## src/rtl/bp_pht_ctrl_if.sv

```systemverilog
// Predictor-side bundle for the PHT controller: lookup request/result and M-stage update stream.
// The master is the predictor datapath; the slave is bp_pht_ctrl.
interface bp_pht_ctrl_if #(
  parameter int unsigned PhtDepth   = 7,
  parameter int unsigned QueueDepth = 4
) ();

  logic                          lookup_valid;
  logic [PhtDepth-1:0]           lookup_index;
  logic                          lookup_ready;
  logic                          pred_valid;
  logic                          pred_taken;
  logic [1:0]                    pred_ctr;
  logic                          upd_valid;
  logic [PhtDepth-1:0]           upd_index;
  logic                          upd_taken;
  logic                          upd_ready;
  logic [$clog2(QueueDepth):0]   q_count;
  logic                          init_done;

  modport master (
    output lookup_valid, lookup_index, upd_valid, upd_index, upd_taken,
    input  lookup_ready, pred_valid, pred_taken, pred_ctr, upd_ready, q_count, init_done
  );

  modport slave (
    input  lookup_valid, lookup_index, upd_valid, upd_index, upd_taken,
    output lookup_ready, pred_valid, pred_taken, pred_ctr, upd_ready, q_count, init_done
  );

endinterface

```

## src/rtl/bp_pht_ctrl.sv

```systemverilog
// Single-ported PHT of 2-bit counters with post-reset init sweep, lookup/update arbitration
// and a FIFO of pending updates applied by serial read-modify-write.
module bp_pht_ctrl #(
  parameter int unsigned PhtDepth    = 7,
  parameter int unsigned QueueDepth  = 4,
  parameter logic [1:0]  InitVal     = 2'b01,
  parameter int unsigned StarveLimit = 8
) (
  input logic          clk,
  input logic          rst,
  bp_pht_ctrl_if.slave bus
);

  localparam int unsigned Entries = 1 << PhtDepth;
  localparam int unsigned QPtrW   = (QueueDepth > 1) ? $clog2(QueueDepth) : 1;
  localparam int unsigned CntW    = $clog2(QueueDepth) + 1;
  localparam int unsigned StarveW = $clog2(StarveLimit + 1);

  typedef enum logic [1:0] {StInit, StIdle, StRd, StWr} state_e;

  state_e              state_q, state_d;
  logic [PhtDepth-1:0] ptr_q, ptr_d;
  logic                init_done_q, init_done_d;
  logic [StarveW-1:0]  starve_q, starve_d;
  logic [1:0]          ctr_q, ctr_d;
  logic                pred_valid_q, pred_valid_d;
  logic [1:0]          pred_ctr_q, pred_ctr_d;
  logic [CntW-1:0]     count_q, count_d;
  logic [QPtrW-1:0]    wr_ptr_q, wr_ptr_d;
  logic [QPtrW-1:0]    rd_ptr_q, rd_ptr_d;

  logic [PhtDepth-1:0] q_idx_q [QueueDepth];
  logic                q_tkn_q [QueueDepth];
  logic [1:0]          pht_q   [Entries];

  logic                force_upd, lookup_ready, lookup_acc, upd_ready, push, pop;
  logic [PhtDepth-1:0] head_idx, mem_addr;
  logic                head_tkn, mem_we;
  logic [1:0]          mem_rdata, mem_wdata;

  function automatic logic [1:0] ctr_sat(input logic [1:0] c, input logic taken);
    if (taken) begin
      return (c == 2'b11) ? c : c + 2'd1;
    end
    return (c == 2'b00) ? c : c - 2'd1;
  endfunction

  assign force_upd    = (starve_q == StarveW'(StarveLimit));
  assign lookup_ready = init_done_q & ~force_upd;
  assign lookup_acc   = bus.lookup_valid & lookup_ready;
  assign upd_ready    = init_done_q & (count_q < CntW'(QueueDepth));
  assign push         = bus.upd_valid & upd_ready;
  assign head_idx     = q_idx_q[rd_ptr_q];
  assign head_tkn     = q_tkn_q[rd_ptr_q];

  // Single table port: sweep pointer, then an accepted lookup, else the queue head.
  always_comb begin
    mem_addr = head_idx;
    if (state_q == StInit) begin
      mem_addr = ptr_q;
    end else if (lookup_acc) begin
      mem_addr = bus.lookup_index;
    end
  end

  assign mem_rdata = pht_q[mem_addr];

  always_comb begin
    state_d     = state_q;
    ptr_d       = ptr_q;
    init_done_d = init_done_q;
    starve_d    = starve_q;
    ctr_d       = ctr_q;
    mem_we      = 1'b0;
    mem_wdata   = InitVal;
    pop         = 1'b0;
    unique case (state_q)
      StInit: begin
        mem_we = 1'b1;
        ptr_d  = ptr_q + PhtDepth'(1);
        if (ptr_q == '1) begin
          state_d     = StIdle;
          init_done_d = 1'b1;
        end
      end
      StIdle: begin
        if (count_q != '0) begin
          state_d = StRd;
        end
      end
      StRd: begin
        if (lookup_acc) begin
          starve_d = starve_q + StarveW'(1);
        end else begin
          ctr_d    = mem_rdata;
          starve_d = '0;
          state_d  = StWr;
        end
      end
      StWr: begin
        if (lookup_acc) begin
          starve_d = starve_q + StarveW'(1);
        end else begin
          mem_we    = 1'b1;
          mem_wdata = ctr_sat(ctr_q, head_tkn);
          pop       = 1'b1;
          starve_d  = '0;
          // Non-empty after this pop if more entries remain or one arrives now.
          state_d   = ((count_q > CntW'(1)) || push) ? StRd : StIdle;
        end
      end
      default: state_d = StInit;
    endcase
  end

  always_comb begin
    count_d      = count_q + CntW'(push) - CntW'(pop);
    wr_ptr_d     = push ? wr_ptr_q + QPtrW'(1) : wr_ptr_q;
    rd_ptr_d     = pop ? rd_ptr_q + QPtrW'(1) : rd_ptr_q;
    pred_valid_d = lookup_acc;
    pred_ctr_d   = lookup_acc ? mem_rdata : pred_ctr_q;
  end

  always_ff @(posedge clk or negedge rst) begin
    if (!rst) begin
      state_q      <= StInit;
      ptr_q        <= '0;
      init_done_q  <= 1'b0;
      starve_q     <= '0;
      ctr_q        <= '0;
      pred_valid_q <= 1'b0;
      pred_ctr_q   <= '0;
      count_q      <= '0;
      wr_ptr_q     <= '0;
      rd_ptr_q     <= '0;
    end else begin
      state_q      <= state_d;
      ptr_q        <= ptr_d;
      init_done_q  <= init_done_d;
      starve_q     <= starve_d;
      ctr_q        <= ctr_d;
      pred_valid_q <= pred_valid_d;
      pred_ctr_q   <= pred_ctr_d;
      count_q      <= count_d;
      wr_ptr_q     <= wr_ptr_d;
      rd_ptr_q     <= rd_ptr_d;
    end
  end

  // Storage needs no reset: the table is swept and queue slots are written before use.
  always_ff @(posedge clk) begin
    if (push) begin
      q_idx_q[wr_ptr_q] <= bus.upd_index;
      q_tkn_q[wr_ptr_q] <= bus.upd_taken;
    end
  end

  always_ff @(posedge clk) begin
    if (mem_we) begin
      pht_q[mem_addr] <= mem_wdata;
    end
  end

  assign bus.lookup_ready = lookup_ready;
  assign bus.pred_valid   = pred_valid_q;
  assign bus.pred_taken   = pred_ctr_q[1];
  assign bus.pred_ctr     = pred_ctr_q;
  assign bus.upd_ready    = upd_ready;
  assign bus.q_count      = count_q;
  assign bus.init_done    = init_done_q;

endmodule

```

## src/flat_wrapper.sv

```systemverilog
// flat-port wrapper written by rule: the top's interface ports become plain ports
module bp_pht_ctrl_flat 
#(
  parameter int unsigned PhtDepth    = 7,
  parameter int unsigned QueueDepth  = 4,
  parameter logic [1:0]  InitVal     = 2'b01,
  parameter int unsigned StarveLimit = 8
)
  (clk, rst, bus_lookup_valid, bus_lookup_index, bus_upd_valid, bus_upd_index, bus_upd_taken, bus_lookup_ready, bus_pred_valid, bus_pred_taken, bus_pred_ctr, bus_upd_ready, bus_q_count, bus_init_done);
  bp_pht_ctrl_if #(.PhtDepth(PhtDepth), .QueueDepth(QueueDepth)) bus_i ();
  input logic clk;
  input logic rst;
  input wire logic [$bits(bus_i.lookup_valid)-1:0] bus_lookup_valid;
  input wire logic [$bits(bus_i.lookup_index)-1:0] bus_lookup_index;
  input wire logic [$bits(bus_i.upd_valid)-1:0] bus_upd_valid;
  input wire logic [$bits(bus_i.upd_index)-1:0] bus_upd_index;
  input wire logic [$bits(bus_i.upd_taken)-1:0] bus_upd_taken;
  output wire logic [$bits(bus_i.lookup_ready)-1:0] bus_lookup_ready;
  output wire logic [$bits(bus_i.pred_valid)-1:0] bus_pred_valid;
  output wire logic [$bits(bus_i.pred_taken)-1:0] bus_pred_taken;
  output wire logic [$bits(bus_i.pred_ctr)-1:0] bus_pred_ctr;
  output wire logic [$bits(bus_i.upd_ready)-1:0] bus_upd_ready;
  output wire logic [$bits(bus_i.q_count)-1:0] bus_q_count;
  output wire logic [$bits(bus_i.init_done)-1:0] bus_init_done;
  assign bus_i.lookup_valid = bus_lookup_valid;
  assign bus_i.lookup_index = bus_lookup_index;
  assign bus_i.upd_valid = bus_upd_valid;
  assign bus_i.upd_index = bus_upd_index;
  assign bus_i.upd_taken = bus_upd_taken;
  assign bus_lookup_ready = bus_i.lookup_ready;
  assign bus_pred_valid = bus_i.pred_valid;
  assign bus_pred_taken = bus_i.pred_taken;
  assign bus_pred_ctr = bus_i.pred_ctr;
  assign bus_upd_ready = bus_i.upd_ready;
  assign bus_q_count = bus_i.q_count;
  assign bus_init_done = bus_i.init_done;
  bp_pht_ctrl #(.PhtDepth(PhtDepth), .QueueDepth(QueueDepth), .InitVal(InitVal), .StarveLimit(StarveLimit)) u_core (.clk(clk), .rst(rst), .bus(bus_i));
endmodule
```

## config.mk

```make
export PLATFORM = sky130hd
export DESIGN_NAME = bp_pht_ctrl_flat
export DESIGN_NICKNAME = d
export VERILOG_FILES = /design/src/rtl/bp_pht_ctrl_if.sv /design/src/rtl/bp_pht_ctrl.sv /design/src/flat_wrapper.sv
export SDC_FILE = /design/constraint.sdc
export NUM_CORES = 1
export LEC_CHECK = 0
export CAP_MARGIN = 20
export CORE_MARGIN = 1
export CORE_UTILIZATION = 35
export DETAILED_ROUTE_END_ITERATION = 7
export HOLD_SLACK_MARGIN = 0.03
export SETUP_SLACK_MARGIN = 0.02
export SLEW_MARGIN = 10
export SYNTH_ARGS = -nofsm -noshare
export SYNTH_HDL_FRONTEND = slang
export SYNTH_SLANG_ARGS = --single-unit
```

## constraint.sdc

```tcl
create_clock -name clk -period 8.85 [get_ports clk]
set_input_delay 1.77 -clock clk [delete_from_list [all_inputs] [get_ports clk]]
set_output_delay 1.77 -clock clk [all_outputs]
set_load 0.03 [all_outputs]
```

Word level (Yosys, flattened, before mapping) --
Memories as Yosys holds them, arrays and structs flattened. Index checks and enable logic that the tools add are counted.
Cells by class: add/sub/neg operators 8, $lt $le $gt $ge 2, eq/ne operators 10, mux-type cells 25, bitwise logic cells 6, reductions and logical operators 8
Operator list (number):
- $mux 2 | 11
- $mux 7 | 2
- $mux 1 | 9
- $pmux 2 s4 | 1
- $add 7x1->7 const B | 1
- $eq 7x7->1 const B | 1
- $add 2x1->2 const B | 3
- $eq 2x2->1 const B | 3
- $ne 2x2->1 const B | 3
- $add 4x1->4 const B | 1
- $and 1x1->1 | 4
- $eq 4x4->1 const B | 1
- $logic_not 2->1 | 2
- $mux 4 | 1
- $reduce_and 2->1 | 2
- $reduce_and 4->1 | 1
- $add 3x1->3 | 1
- $gt 3x1->1 const B | 1
- $lt 3x3->1 const B | 1
- $reduce_bool 3->1 | 1
- $sub 3x1->3 | 1
- $eq 2x1->1 const B | 1
- $ne 2x1->1 const B | 1
- $not 1->1 | 2
- 4 further kinds | 4
Storage, ports and cells: flip-flop bits (word level) 26, memory bits (writable) 288, input bits 19, output and inout bits 10, logic and storage cells 72, memories kept 3
Memory list:
- u_core.pht_q | words 128, bits a word 2, rd ports 1, clocked after memory_dff 0, write ports 1, line bp_pht_ctrl.sv:34 | logic [1:0] pht_q [Entries];
- u_core.q_idx_q | words 4, bits a word 7, rd ports 1, clocked after memory_dff 0, write ports 1, line bp_pht_ctrl.sv:32 | logic [PhtDepth-1:0] q_idx_q [QueueDepth];
- u_core.q_tkn_q | words 4, bits a word 1, rd ports 1, clocked after memory_dff 0, write ports 1, line bp_pht_ctrl.sv:33 | logic q_tkn_q [QueueDepth];

Depth between registers and ports, before layout --
word-level depth 9, depth in mapped cells 14, depth with buffers taken out 11

Worst setup path before layout --
Ideal clock, no wire load.
path type reg2reg, start point register u_core.rd_ptr_q[0], end point memory u_core.pht_q[0][0] (data pin), setup time 1197 ps, arrival time 5925 ps, data required time 7653 ps, path slack 1728 ps, cell stages (with the launch flop) 5, path buffers 1, clock period less this slack 7122 ps, cells stage by stage dfrtp_1 buf_6 mux4_2 a21oi_1 o21ai_0
On the way: longest elaborated chain between the ends 7
Ends and longest elaborated chain:
- start: declaration | line bp_pht_ctrl.sv:30 | logic [QPtrW-1:0] rd_ptr_q, rd_ptr_d;
- start signal: assignment | line bp_pht_ctrl.sv:146 | rd_ptr_q <= rd_ptr_d;
- $mem_v2 4x1
- $mux 1 | line bp_pht_ctrl.sv:42 | if (taken) begin
- $mux 1 | line bp_pht_ctrl.sv:101 | if (lookup_acc) begin
- $mux 1 | line bp_pht_ctrl.sv:77 | unique case (state_q)
- $mux 2 | line bp_pht_ctrl.sv:45 | return (c == 2'b00) ? c : c - 2'd1;
- $mux 2 | line bp_pht_ctrl.sv:101
- $mux 2 | line bp_pht_ctrl.sv:77
- via u_core.mem_wdata[0] | line bp_pht_ctrl.sv:39 | logic [1:0] mem_rdata, mem_wdata;
- end: declaration | line bp_pht_ctrl.sv:34
The timed path passes the listed nets, and every way through them passes these cells. The select of a mux whose other input is x is not followed.

Final worst setup path --
start point input bus_lookup_valid, end point register u_core.ctr_q[1]
On the way: longest elaborated chain between the ends 4, elaborated cells between the ends (all ways) 6, those cells by class mux: 2; bitwise: 2; reduce/logical: 1; memory: 1
Ends and longest elaborated chain:
- start: declaration | line flat_wrapper.sv:13 | input wire logic [$bits(bus_i.lookup_valid)-1:0] bus_lookup_valid;
- $and 1x1->1 (*) | line bp_pht_ctrl.sv:50 | assign lookup_acc = bus.lookup_valid & lookup_ready;
- $mux 7 | line bp_pht_ctrl.sv:61 | end else if (lookup_acc) begin
- $mux 7 | line bp_pht_ctrl.sv:59 | if (state_q == StInit) begin
- $mem_v2 128x2
- end signal: assignment | line bp_pht_ctrl.sv:141 | ctr_q <= ctr_d;
- end: declaration | line bp_pht_ctrl.sv:25 | logic [1:0] ctr_q, ctr_d;
Mark *: on every way between the ends. The rest lies on a longest branch, timed or not. A chain may end at the register's enable or synchronous reset.

==> flow_metrics.py <==
metrics = {
    "cells_and_area": {
        "drive_above_1_share_pct": 14.5,
        "nNetsFinal": 1664,
        "fin_area_um2": 20700,
        "syn_to_final_growth_pct": 10.3,
        "fin_util_pct": 39.3,
        "n_antenna_cell": 0,
    },
    "detailed_routing": {
        "wirelength_mm": 56.4,
        "first_iter_violations": 1503,
        "vias_per_cell": 6.12,
        "wl_per_cell_um": 24.0,
        "vias": 14352,
        "postRouteAntennaNets": 0,
        "drc": 0,
        "firstDrtPassIters": 8,
    },
    "synthesis": {
        "yosys_warnings": 0,
        "ys_async_sr_fraction_pct": 8.28,
        "syn_inst": 1673,
        "synth_flop_cell": "edfxtp_1",
        "synth.area.top_cells": "edfxtp_1 46%, mux2i_1 11%, mux2_2 6.9%",
        "synth_top_area_share_pct": 46.0,
        "synth_area_leader_cell": "edfxtp_1",
        "seq_area_frac_synth_pct": 49.5,
        "avgSynthCellArea_um2": 11.2,
        "synth.most_common_cell": "edfxtp_1",
        "yosys_register_bits": 314,
        "synth_edf_count": 288,
        "synth_area_um2": 18800,
        "netlist_top_cells_count": "288 x edfxtp_1, 213 x nor2_1, 208 x mux2i_1, 115 x mux2_2, 97 x o22ai_1",
        "syn_nets": 1707,
        "synth.distinct_cells": 77,
    },
    "clock_tree": {
        "hold_buffers": 0,
        "cts_tree": "yes",
        "cts_setup_buffers": 0,
        "htreeDepth": 2,
        "clkSinkCount": 314,
        "clk_latency_ns": 0.56,
        "clk_pin_slew_ns": 0.06,
        "cts_buffers": 38,
        "clockBufferDepth": 3,
        "root_buffer": "clkbuf_16",
        "cts_resized": 0,
    },
    "flow_run": {
        "maxCapViolCount": 0,
    },
    "grt": {
        "grt_max_degree": 77,
        "grt_antenna_before_repair": 0,
        "grt_pass1_vias": 14218,
        "grt_pass1_wl_mm": 85.6,
        "track_usage_pct": 20.5,
        "gr-total-overflow": 0,
    },
    "setup_path": {
        "path_max_fanout": 36,
        "end_kind": "register",
        "critPathRequiredTime_ns": 9.31,
        "cp.arrival_ns": 6.49,
        "start_kind": "input pin",
        "crit_type": "in -> reg",
    },
    "sta": {
        "tightest_slew_ns": 1.11,
        "maxSlewViolCount": 0,
        "max_freq_mhz": 166,
        "relSlewSlack_pct": 25.9,
        "final_hold_viol_count": 0,
        "period_minus_slack_ns": 6.03,
        "tns_ns": 0,
        "setup_viol": 0,
        "rsz0062_at_grt": "false",
        "fin_crit_sh_pct": 68.2,
        "finClkSkew_ns": 0.0186,
    },
    "placement": {
        "postPlaceCellArea_um2": 19500,
        "dpl.hpwl_mm": 34.0,
        "gp_congestion": 0.877,
        "port_buffers": 28,
    },
    "floorplanning": {
        "die_h_um": 234,
        "placementRows": 84,
        "die_w_um": 234,
        "ioPinCount": 29,
        "start_util_pct": 35.6,
        "coreArea_um2": 52800,
        "die_area_um2": 54600,
    },
    "worst_hold_path": {
        "min_path_type": "reg -> reg",
    },
    "power": {
        "powerDensity_nw_per_um2": 154,
        "vdd_drop_max_mv": 0.133,
        "p_leak_nw": 6.76,
    },
    "run_status": {
        "status": "completed",
    },
}
==> state kept, by name, indices dropped and copies added, names as in the netlist <==
register               cells
u_core.bus.pred_ctr        2
u_core.ctr_q               2
u_core.rd_ptr_q            2
u_core.bus.init_done       1
u_core.starve_q            4
u_core.bus.q_count         3
u_core.pht_q             256
u_core.q_tkn_q             4
u_core.bus.pred_valid      1
u_core.state_q             2
u_core.q_idx_q            28
u_core.ptr_q               7
u_core.wr_ptr_q            2
==> power by group <==
part | internal, mW | switching (mW) | total, mW
Clock | 0.929 | 0.619 | 1.55
Sequential | 1.60 | 0 | 1.60
Combinational | 0.0270 | 0.0254 | 0.0524
==> critical path: stages <==
cell	delay (ns)
clkdlybuf4s50_1	0.49
and2_2	0.54
nand2_2	0.68
a21oi_4	1.09
o32ai_1	0.17
a22o_1	0.31
o41ai_1	0.85
o31ai_1	0.25
o31ai_1	0.29
==> layout by cell type, fill, tap and decap left out, drive strengths merged, types with 8 or more instances in the layout <==
master,instances
nor3,39
o32ai,9
nor2,213
o21ai,29
buf,34
nand3,36
o22ai,97
mux2,115
nor4,10
mux2i,208
dfrtp,26
edfxtp,288
nand2,80
xnor2,9
a31oi,72
o31ai,9
a211oi,42
o32a,24
a21oi,28
o211ai,17
inv,18
ha,14
nand4,14
clkbuf,50
clkdlybuf4s50,27
clkinv,16
mux4,8
and2,44
==> final timing paths <==
check                                  start               endpoint  slack (ns)  depth (start not counted)
min                          u_core.ptr_q[4]        u_core.ptr_q[4]        0.51                          1
min in group asynchronous                rst  u_core.bus.q_count[2]        1.60                          2
max                         bus_lookup_valid        u_core.ctr_q[1]        2.82                          9
max in group asynchronous                rst        u_core.ptr_q[0]        6.93                          2
min reg2reg                  u_core.ptr_q[4]        u_core.ptr_q[4]        0.51                          1
max reg2reg                u_core.state_q[0]        u_core.ctr_q[1]        3.30                         12
==> through the flow <==
stage | cells | power (mW) | setup WS [ns] | hold slack [ns]
finish | 2347 | 3.20 | 2.82 | 0.511
global route | 2347 | 3.28 | 2.69 | 0.547
CTS | 2347 | 3.22 | 3.02 | 0.510
detailed placement | 2278 | 1.68 | 2.46 | 0.495
global placement | 2278 | 1.68 | 2.49 | 0.490
floorplan | 1673 | 1.66 | 1.73 | 0.465
==> cell type report <==
cell class,count,area (µm²)
flip-flops and latches,314,9300
repair buffers,61,538
multi-input cells,1195,8710
clock inverters,19,166
inverters,20,77.6
fillers,5100,32000
clock buffers,50,1060
well taps,688,861
==> kinds of logic (layout without fill, tap and decap cells) <==
family	Yosys count	in the layout	share of synthesized area (%)
AOI/OAI and AO/OA	380	380	14.5
muxes	331	331	19.0
DFF	314	314	49.5
xor gates and xnor gates	10	10	0.466
buffers and inverters	164	150	4.44
adders and majority gates	15	15	1.04
and+or+nand+nor	459	459	11.1
==> routing by layer <==
layer / track usage, % / vias to the layer above / share of wire [%]
met5: 0 / - / 0
met4: 7.73 / 0 / 3.4
met3: 4.00 / 129 / 7.0
met2: 32.8 / 578 / 46
met1: 27.4 / 7243 / 43
li1: - / 6402 / -
No activity file was read; power rests on OpenSTA's default activity.
